[config.mk]
export PLATFORM = sky130hd
export DESIGN_NAME = lsu_align
export DESIGN_NICKNAME = d
export VERILOG_FILES = /design/src/rtl/lsu_pkg.sv /design/src/rtl/lsu_align.sv
export SDC_FILE = /design/constraint.sdc
export NUM_CORES = 1
export LEC_CHECK = 0
export ABC_AREA = 1
export CAP_MARGIN = 20
export CORE_ASPECT_RATIO = 0.6
export CORE_MARGIN = 2
export CORE_UTILIZATION = 28
export DETAILED_ROUTE_END_ITERATION = 10
export PLACE_DENSITY = 0.84
export SYNTH_ARGS = -nofsm -noshare
export SYNTH_HDL_FRONTEND = slang
export SYNTH_SLANG_ARGS = --single-unit
[constraint.sdc]
create_clock -name vclk -period 1.6
set_clock_uncertainty 0.1 [all_clocks]
set_input_delay 0.32 -clock vclk [all_inputs]
set_output_delay 0.32 -clock vclk [all_outputs]
set_load 0.02 [all_outputs]
[src/rtl/lsu_pkg.sv]
// Shared types and constants for the load/store unit.
// Timeout sizing is only consumed when LSU_TIMEOUT_EN is defined.
package lsu_pkg;

    localparam logic [2:0] LB  = 3'b000;
    localparam logic [2:0] LH  = 3'b001;
    localparam logic [2:0] LW  = 3'b010;
    localparam logic [2:0] LBU = 3'b100;
    localparam logic [2:0] LHU = 3'b101;
    localparam logic [2:0] SB  = 3'b000;
    localparam logic [2:0] SH  = 3'b001;
    localparam logic [2:0] SW  = 3'b010;

    typedef enum logic [1:0] {
        ST_IDLE = 2'd0,
        ST_REQ  = 2'd1,
        ST_RESP = 2'd2
    } lsu_state_e;

    typedef enum logic [1:0] {
        ERR_NONE     = 2'b00,
        ERR_MISALIGN = 2'b01,
        ERR_TIMEOUT  = 2'b10,
        ERR_ILLEGAL  = 2'b11
    } lsu_err_e;

    // Fields of an accepted op needed to finish a load
    typedef struct packed {
        logic [2:0] funct3;
        logic [1:0] off;
        logic [4:0] rd;
    } lsu_req_t;

    function automatic int unsigned tmo_cnt_width(input int unsigned cycles);
        return $clog2(cycles + 1);
    endfunction

endpackage

[src/rtl/lsu_align.sv]
// Lane steering: store replication / byte enables and load byte/half
// selection with sign or zero extension. Purely combinational.
module lsu_align
    import lsu_pkg::*;
(
    input  logic [1:0]  st_size,
    input  logic [1:0]  st_off,
    input  logic [31:0] st_data,
    input  logic [2:0]  ld_funct3,
    input  logic [1:0]  ld_off,
    input  logic [31:0] ld_data,
    output logic [3:0]  be_c,
    output logic [31:0] wdata_c,
    output logic [31:0] rdata_c
);

    logic [7:0]  ld_byte;
    logic [15:0] ld_half;

    // Store side: replicate the datum across every lane it may land in
    always_comb begin
        be_c    = 4'b1111;
        wdata_c = st_data;
        case (st_size)
            2'b00: begin
                be_c    = 4'b0001 << st_off;
                wdata_c = {4{st_data[7:0]}};
            end
            2'b01: begin
                be_c    = st_off[1] ? 4'b1100 : 4'b0011;
                wdata_c = {2{st_data[15:0]}};
            end
            default: ;
        endcase
    end

    always_comb begin
        ld_byte = ld_data[7:0];
        case (ld_off)
            2'd1:    ld_byte = ld_data[15:8];
            2'd2:    ld_byte = ld_data[23:16];
            2'd3:    ld_byte = ld_data[31:24];
            default: ;
        endcase
        ld_half = ld_off[1] ? ld_data[31:16] : ld_data[15:0];
    end

    always_comb begin
        rdata_c = ld_data;
        case (ld_funct3)
            LB:      rdata_c = {{24{ld_byte[7]}}, ld_byte};
            LH:      rdata_c = {{16{ld_half[15]}}, ld_half};
            LBU:     rdata_c = {24'd0, ld_byte};
            LHU:     rdata_c = {16'd0, ld_half};
            default: ;
        endcase
    end

endmodule

# Word-level counts from Yosys, hierarchy flattened
# Index checks and enable logic that the tools add are counted.
[word_totals]
out_inout_bits = 68
word_cells = 16
ff_bits = 0
[op_classes]
shift = 1
n_reduce_logical = 2
n_eq_ne = 7
n_mux = 6
[ops]
columns = ["cell", "count"]
rows = [
  ["32-bit case mux with 4 select lines", 1],
  ["32-bit case mux with 2 select lines", 1],
  ["8-bit case mux with 3 select lines", 1],
  ["16-bit two-way mux", 1],
  ["4-bit case mux with 2 select lines", 1],
  ["3-bit == test, second input constant", 2],
  ["2-bit by 1-bit == test with 1-bit output, second input constant", 2],
  ["2-bit == test, second input constant", 2],
  ["4-bit two-way mux", 1],
  ["1-bit by 2-bit left shift with 4-bit output, first input constant", 1],
  ["3-bit by 1-bit == test with 1-bit output, second input constant", 1],
  ["3-bit zero test", 1],
  ["2-bit zero test", 1],
]

# Logic depth before layout (Yosys ltp)
# Gate-level depths: netlist of run 1.
[depth]
depth_word = 3
depth_mapped = 8

# Least setup slack after synthesis of run 1
# No wires, ideal clock.
[synth_timing]
path_type = "input to output"
from = "in ld_funct3[1]"
to = "out rdata_c[2]"
stages = 4
arrival_time_ps = 1153
setup_slack_ps = 27
cell_sequence = "buf_6 > clkbuf_1 > a21oi_1 > a21oi_1"
[synth_between]
elab_chain_cells = 2
elab_cells_between_ends = 5
[synth_lines]
columns = ["item", "line_no", "source"]
rows = [
  ["from (decl)", "lsu_align.sv:9", "input logic [2:0] ld_funct3,"],
  ["3-bit == test (tied with other cells)", "lsu_align.sv:50", "case (ld_funct3)"],
  ["32-bit case mux with 4 select lines (*)", "lsu_align.sv:50", ""],
  ["to (decl)", "lsu_align.sv:14", "output logic [31:0] rdata_c"],
]
# Every way passes the cells marked *; elsewhere a longest branch is shown, timed or not.

# Worst setup path in the final report of run 1
[layout_timing]
from = "in ld_off[1]"
to = "out rdata_c[5]"
[layout_between]
elab_chain_cells = 3
elab_cells_between_ends = 6
[layout_lines]
columns = ["item", "line_no", "source"]
rows = [
  ["from (decl)", "lsu_align.sv:10", "input logic [1:0] ld_off,"],
  ["2-bit == test / 2-bit by 1-bit == test with 1-bit output (equally long branches)", "lsu_align.sv:39", "case (ld_off)"],
  ["8-bit case mux with 3 select lines", "lsu_align.sv:39", ""],
  ["32-bit case mux with 4 select lines (*)", "lsu_align.sv:50", ""],
]
# Marks and branches as above.

==> results of run 1 <==
==> cells by family after synthesis <==
group / after synthesis
AO/OA/AOI/OAI: 39
buffers and inverters: 43
AND/OR/NAND/NOR: 155
==> layout make-up <==
class | instances | area (um2)
inverter | 22 | 90.09
timing repair buffer | 182 | 1821
multi-input combinational | 194 | 1254
fill | 278 | 837.1
tap | 60 | 75.07
==> synthesized netlist by cell type, drive strengths merged <==
cell	number
nor2	13
nand3b	1
nand4	1
o21ai	12
clkbuf	4
a22oi	7
a21oi	15
nand2	116
o211ai	5
inv	22
nand3	24
buf	17
==> worst max-delay path, cell delays in order <==
cell,delay (ns)
buf_12,0.11
inv_8,0.04
buf_12,0.12
buf_12,0.12
a21oi_4,0.22
buf_12,0.16
nor2_2,0.04
a21oi_1,0.12
buf_4,0.16
==> through the flow <==
step	utilization	hold slack, ns	cell area [um2]	worst slack (ns)	total power, uW
2_1_floorplan	-	0.6526	1179	0.02741	436.4
3_3_place_gp	0.6719	1.527	2739	-0.9909	970.1
3_5_place_dp	0.6719	1.527	2739	-1.037	980.0
4_1_cts	0.7443	0.8933	3034	-0.2680	1028
5_1_grt	0.7947	0.8789	3239	-0.2419	1170
6_report	0.7947	0.8566	3239	-0.2338	1110
==> power by group <==
| part | switching [uW] | leakage (uW) | internal [uW] |
|---|---|---|---|
| logic | 571 | 0.00186 | 539 |
| clock network | 0 | 0 | 0 |
| registers | 0 | 0 | 0 |
==> what timing repair did <==
action	CTS	global route
setup endpoints to repair	68	56
setup buffers	12	2
pin swaps	18	28
resized for setup	421	87
gates cloned	4	0
==> how the worst max path moves through the flow <==
stage	startpoint	to	slack (ns)	cells after the start
floorplan	ld_funct3[1]	rdata_c[2]	0.03	4
global placement	ld_funct3[1]	rdata_c[29]	-0.99	6
detailed placement	ld_off[1]	rdata_c[5]	-1.04	8
CTS	ld_off[1]	rdata_c[5]	-0.27	10
global route	ld_off[1]	rdata_c[4]	-0.24	9
finish	ld_off[1]	rdata_c[5]	-0.23	9
==> metal layers <==
metal | up-vias | track usage | wire [um]
li1 | 1079 | - | -
met1 | 1083 | 0.3770 | 3072
met2 | 87 | 0.5063 | 4005
met3 | 12 | 0.01207 | 422
met4 | 0 | 0.02308 | 150
met5 | - | 0 | 0
==> reports/results.txt, run 1 <==
Starting Density - 0.2891
Pre-antenna DRT Iters - 4
Max-slew violation count - 0
Final ANT Viol Nets - 0
Die area - 4761 um2
# diodes - 0
RSZ-0062 raised after global routing - true
Syn_nets - 310
Netlist cell types - 21
Fin cells - 458
Crit path max fanout - 5
Synth Area in Adders - 0
# nets final - 473
Avg Cell Area, Syn - 4.973 um2
Total congestion overflow - 0
Failing checks - negative setup slack
Worst setup SP type - primary input
Critical Path End Type - output pin
Post-Synthesis Cells - 237
Most frequent cells in the layout - nand2_1, buf_4, clkdlybuf4s50_1, buf_6, buf_2
Drt total wl - 7651 um
Vias in the first global route - 2094
Seq. cell area - 0 um2
Clkbuf count - 0
Pwr/cell area - 342.8 nW/um2
Final worst slack - -0.2338 ns
WP data required - 1.18 ns
Outcome - finished, violations left
Syn-to-layout area delta - 174.8%
Slew HR - 0.8497
Placer Congestion - 0.8681
Final setup vio count - 31
I/O pin total - 141
Proportion of layout cells with a drive suffix above 1 - 0.4849
Core ar. - 4076 um2
HP Start - ld_data[23]
Drt wl/cell - 16.71 um
First-pass GRT wire length - 10270 um
Die Width - 87.76 um
Largest family of logic cells by synthesized area - simple AND/OR/NAND/NOR gates
Commonest non-fill, non-tap cell in the layout - nand2_1
Final HPWL from detailed placement - 4953 um
Seq/Total Area, Yosys - 0
Floorplan row count - 18
Global-route usage over all layers - 0.2753
IO Port Bufs - 141
Minimum clock period - 1.834 ns
IR drop worst, VDD - 0.0001926 V
FF+latch count - 0
Hold Path End - rdata_c[23]
Hold path depth - 4
Placed insts - 442
Vias per cell - 4.937
Worst min path class - primary input to output pin
Die Height - 54.26 um
Mapped cell area - 1179 um2
Antenna violations before repair - 0
Top cell type's share of synthesized area - 0.3567
Leak Pwr - 0.001862 uW
Critical path class - primary input to output pin
Post-CTS Hold Fix Bufs - 0
Routed via count - 2261
Number of max-cap violations - 0
Mux cell area share after synthesis - 0
Complex-gate fraction of the synthesized area - 0.2006
Synth area leaders - nand2_1, nand3_1, inv_1
Maximum clock frequency - 0.5453 GHz
DR iter-0 viols - 74
Dominant cell type by area after synthesis - nand2_1
Number of remaining DRC errors - 0
CP Data Arrival Time - 1.41 ns
Setup TNS - -3.744 ns
Hold Violations, Final - 0
Simple-Gate Fraction of Synth Area - 0.5945
Yosys Warn Count - 0
Maximum number of pins on one net before global-route repair - 20
Tcrit/Tclk final - 1.146
XOR/XNOR Fraction of Synth Area - 0
Worst slew pin tran - 0.2263 ns
(Power assumes the default switching activity.)
==> run 2, diff against run 1 <==
--- a/config.mk
+++ b/config.mk
@@ -7,11 +7,10 @@
 export LEC_CHECK = 0
 export ABC_AREA = 1
 export CAP_MARGIN = 20
-export CORE_ASPECT_RATIO = 0.6
-export CORE_MARGIN = 2
-export CORE_UTILIZATION = 28
+export CORE_AREA = 2 2 54 56
 export DETAILED_ROUTE_END_ITERATION = 10
-export PLACE_DENSITY = 0.84
+export DIE_AREA = 0 0 56 58
+export DONT_BUFFER_PORTS = 1
 export SYNTH_ARGS = -nofsm -noshare
 export SYNTH_HDL_FRONTEND = slang
 export SYNTH_SLANG_ARGS = --single-unit
==> reports/results.txt, run 2 (same netlist as run 1, synthesis figures left out) <==
Drt wl/cell - 13.32 um (was 16.71 um)
Maximum clock frequency - 0.6601 GHz (was 0.5453 GHz)
# diodes - 0 (unchanged)
DR iter-0 viols - 40 (was 74)
Total congestion overflow - 0 (unchanged)
I/O pin total - 141 (unchanged)
Seq. cell area - 0 um2 (unchanged)
GRT met1 Usage - 0.2305 (was 0.3770)
Slowest CP cell - nand3_1 (was a21oi_4)
Clock share of power - 0 (about the same)
Worst path cell trace - inv_8 -> nand2_4 -> nand2_1 -> nand3b_4 -> nand3_1 (was buf_12 -> inv_8 -> buf_12 -> buf_12 -> a21oi_4 -> buf_12 -> nor2_2 -> a21oi_1 -> buf_4)
Pre-antenna DRT Iters - 5 (was 4)
Final core occ - 0.4939 (was 0.7947)
Final setup vio count - 0 (was 31)
Core ar. - 2663 um2 (was 4076 um2)
Reg power frac - 0 (about the same)
IO Port Bufs - 0 (was 141)
Routed via count - 1475 (was 2261)
Minimum clock period - 1.515 ns (was 1.834 ns)
Floorplan row count - 19 (was 18)
Combinational power share - 1.000 (about the same)
Final ANT Viol Nets - 0 (unchanged)
IR drop worst, VDD - 0.0001858 V (was 0.0001926 V)
Hold_ws - 0.5401 ns (was 0.8566 ns)
Antenna violations before repair - 0 (unchanged)
GRT met3 Usage - 0.04241 (was 0.01207)
Final HPWL from detailed placement - 3013 um (was 4953 um)
Critical Path End Type - output pin (unchanged)
Worst min path class - primary input to output pin (unchanged)
Worst slew pin tran - 0.2440 ns (was 0.2263 ns)
Drt total wl - 3662 um (was 7651 um)
Post-CTS Hold Fix Bufs - 0 (unchanged)
Global-route usage over all layers - 0.1975 (was 0.2753)
Fin cells - 275 (was 458)
Crit path max fanout - 17 (was 5)
Busiest grt layer - met2 (unchanged)
Die area - 3248 um2 (was 4761 um2)
Hold Violations, Final - 0 (unchanged)
Crit path max-delay family - simple AND/OR/NAND/NOR gates (was buffers and inverters)
Sw Ratio - 0.6671 (was 0.5147)
# nets final - 319 (was 473)
Worst setup SP type - primary input (unchanged)
Die Width - 56 um (was 87.76 um)
Number of remaining DRC errors - 0 (unchanged)
Placed insts - 275 (was 442)
Critical path class - primary input to output pin (unchanged)
Outcome - completed (was finished, violations left)
Buffer and inverter count on the worst path - 1 (was 6)
Slew HR - 0.8369 (was 0.8497)
Sw Pwr - 328.5 uW (was 571.5 uW)
Commonest non-fill, non-tap cell in the layout - nand2_1 (unchanged)
Number of max-cap violations - 0 (unchanged)
Setup TNS - 0 ns (was -3.744 ns)
Most frequent cells in the layout - nand2_1, buf_4, inv_1 (was nand2_1, buf_4, clkdlybuf4s50_1, buf_6, buf_2)
Internal Power - 163.9 uW (was 538.8 uW)
M2 GR Usage - 0.3916 (was 0.5063)
Leak Pwr - 0.0008131 uW (was 0.001862 uW)
Starting Density - 0.4427 (was 0.2891)
Fill cells - 307 (was 278)
RSZ-0062 raised after global routing - false (was true)
Proportion of layout cells with a drive suffix above 1 - 0.1885 (was 0.4849)
Max-slew violation count - 0 (unchanged)
WP data required - 1.18 ns (about the same)
Placer Congestion - 0.7768 (was 0.8681)
Pwr/cell area - 374.4 nW/um2 (was 342.8 nW/um2)
FF+latch count - 0 (unchanged)
Syn-to-layout area delta - 11.57% (was 174.8%)
Tcrit/Tclk final - 0.9469 (was 1.146)
First-pass GRT wire length - 5464 um (was 10270 um)
Clkbuf count - 0 (unchanged)
CP Data Arrival Time - 1.09 ns (was 1.41 ns)
Vias per cell - 5.364 (was 4.937)
Die Height - 58 um (was 54.26 um)
Vias in the first global route - 1239 (was 2094)
Max incr delay on CP - 0.29 ns (was 0.22 ns)
Maximum number of pins on one net before global-route repair - 37 (was 20)
==> run 2: cell types whose count changed in the layout (fill, tap and decap cells not counted), moves of 8 or more <==
cell and change:
inv_2 -8, nand2_1 +20, dlygate4sd2_1 -9, nand2_2 -17
buf_6 -38, dlymetal6s2s_1 -20, buf_4 -12, nand3_4 -11
buf_2 -21, nand3_1 +12, clkdlybuf4s50_1 -38
==> run 2: routing by layer <==
layer / share of wire / vias up / routed length, um
li1: - / 763 / -
met1: 0.37 / 625 / 1355
met2: 0.52 / 85 / 1901
met3: 0.11 / 2 / 395
met4: 0.0027 / 0 / 10
met5: 0 / - / 0
==> run 2: metrics by stage <==
step,power [uW],setup WS [ns],instance area (um2)
CTS,493.7,0.05795,1301
finish,492.4,0.08502,1315
detailed placement,492.5,0.06015,1301
global route,532.8,0.01928,1315
global placement,489.4,0.07118,1301
floorplan,436.4,0.02741,1179
==> run 2: layout make-up <==
type | count | area, um2 | share of cell area
inverter | 22 | 93.84 | 0.07136
multi-input combinational | 194 | 947.2 | 0.7203
tap | 31 | 38.79 | 0.02950
timing repair buffer | 28 | 235.2 | 0.1789
==> run 2: worst paths after layout <==
kind,cells after the start,slack (ns),endpoint,start
max,5,0.09,rdata_c[26],ld_off[1]
min,0,0.54,wdata_c[6],st_data[6]
==> run 2: power groups by stage <==
stage	combinational (uW)	clock [uW]	sequential [uW]
after CTS	494	0	0
after global placement	489	0	0
final	492	0	0
after floorplan	436	0	0
after detailed placement	492	0	0
after global routing	533	0	0
==> run 2: timing repair <==
item,4_1_cts,5_1_grt
endpoints found under the setup margin,0,8
resized for setup,0,4
buffers inserted,0,0
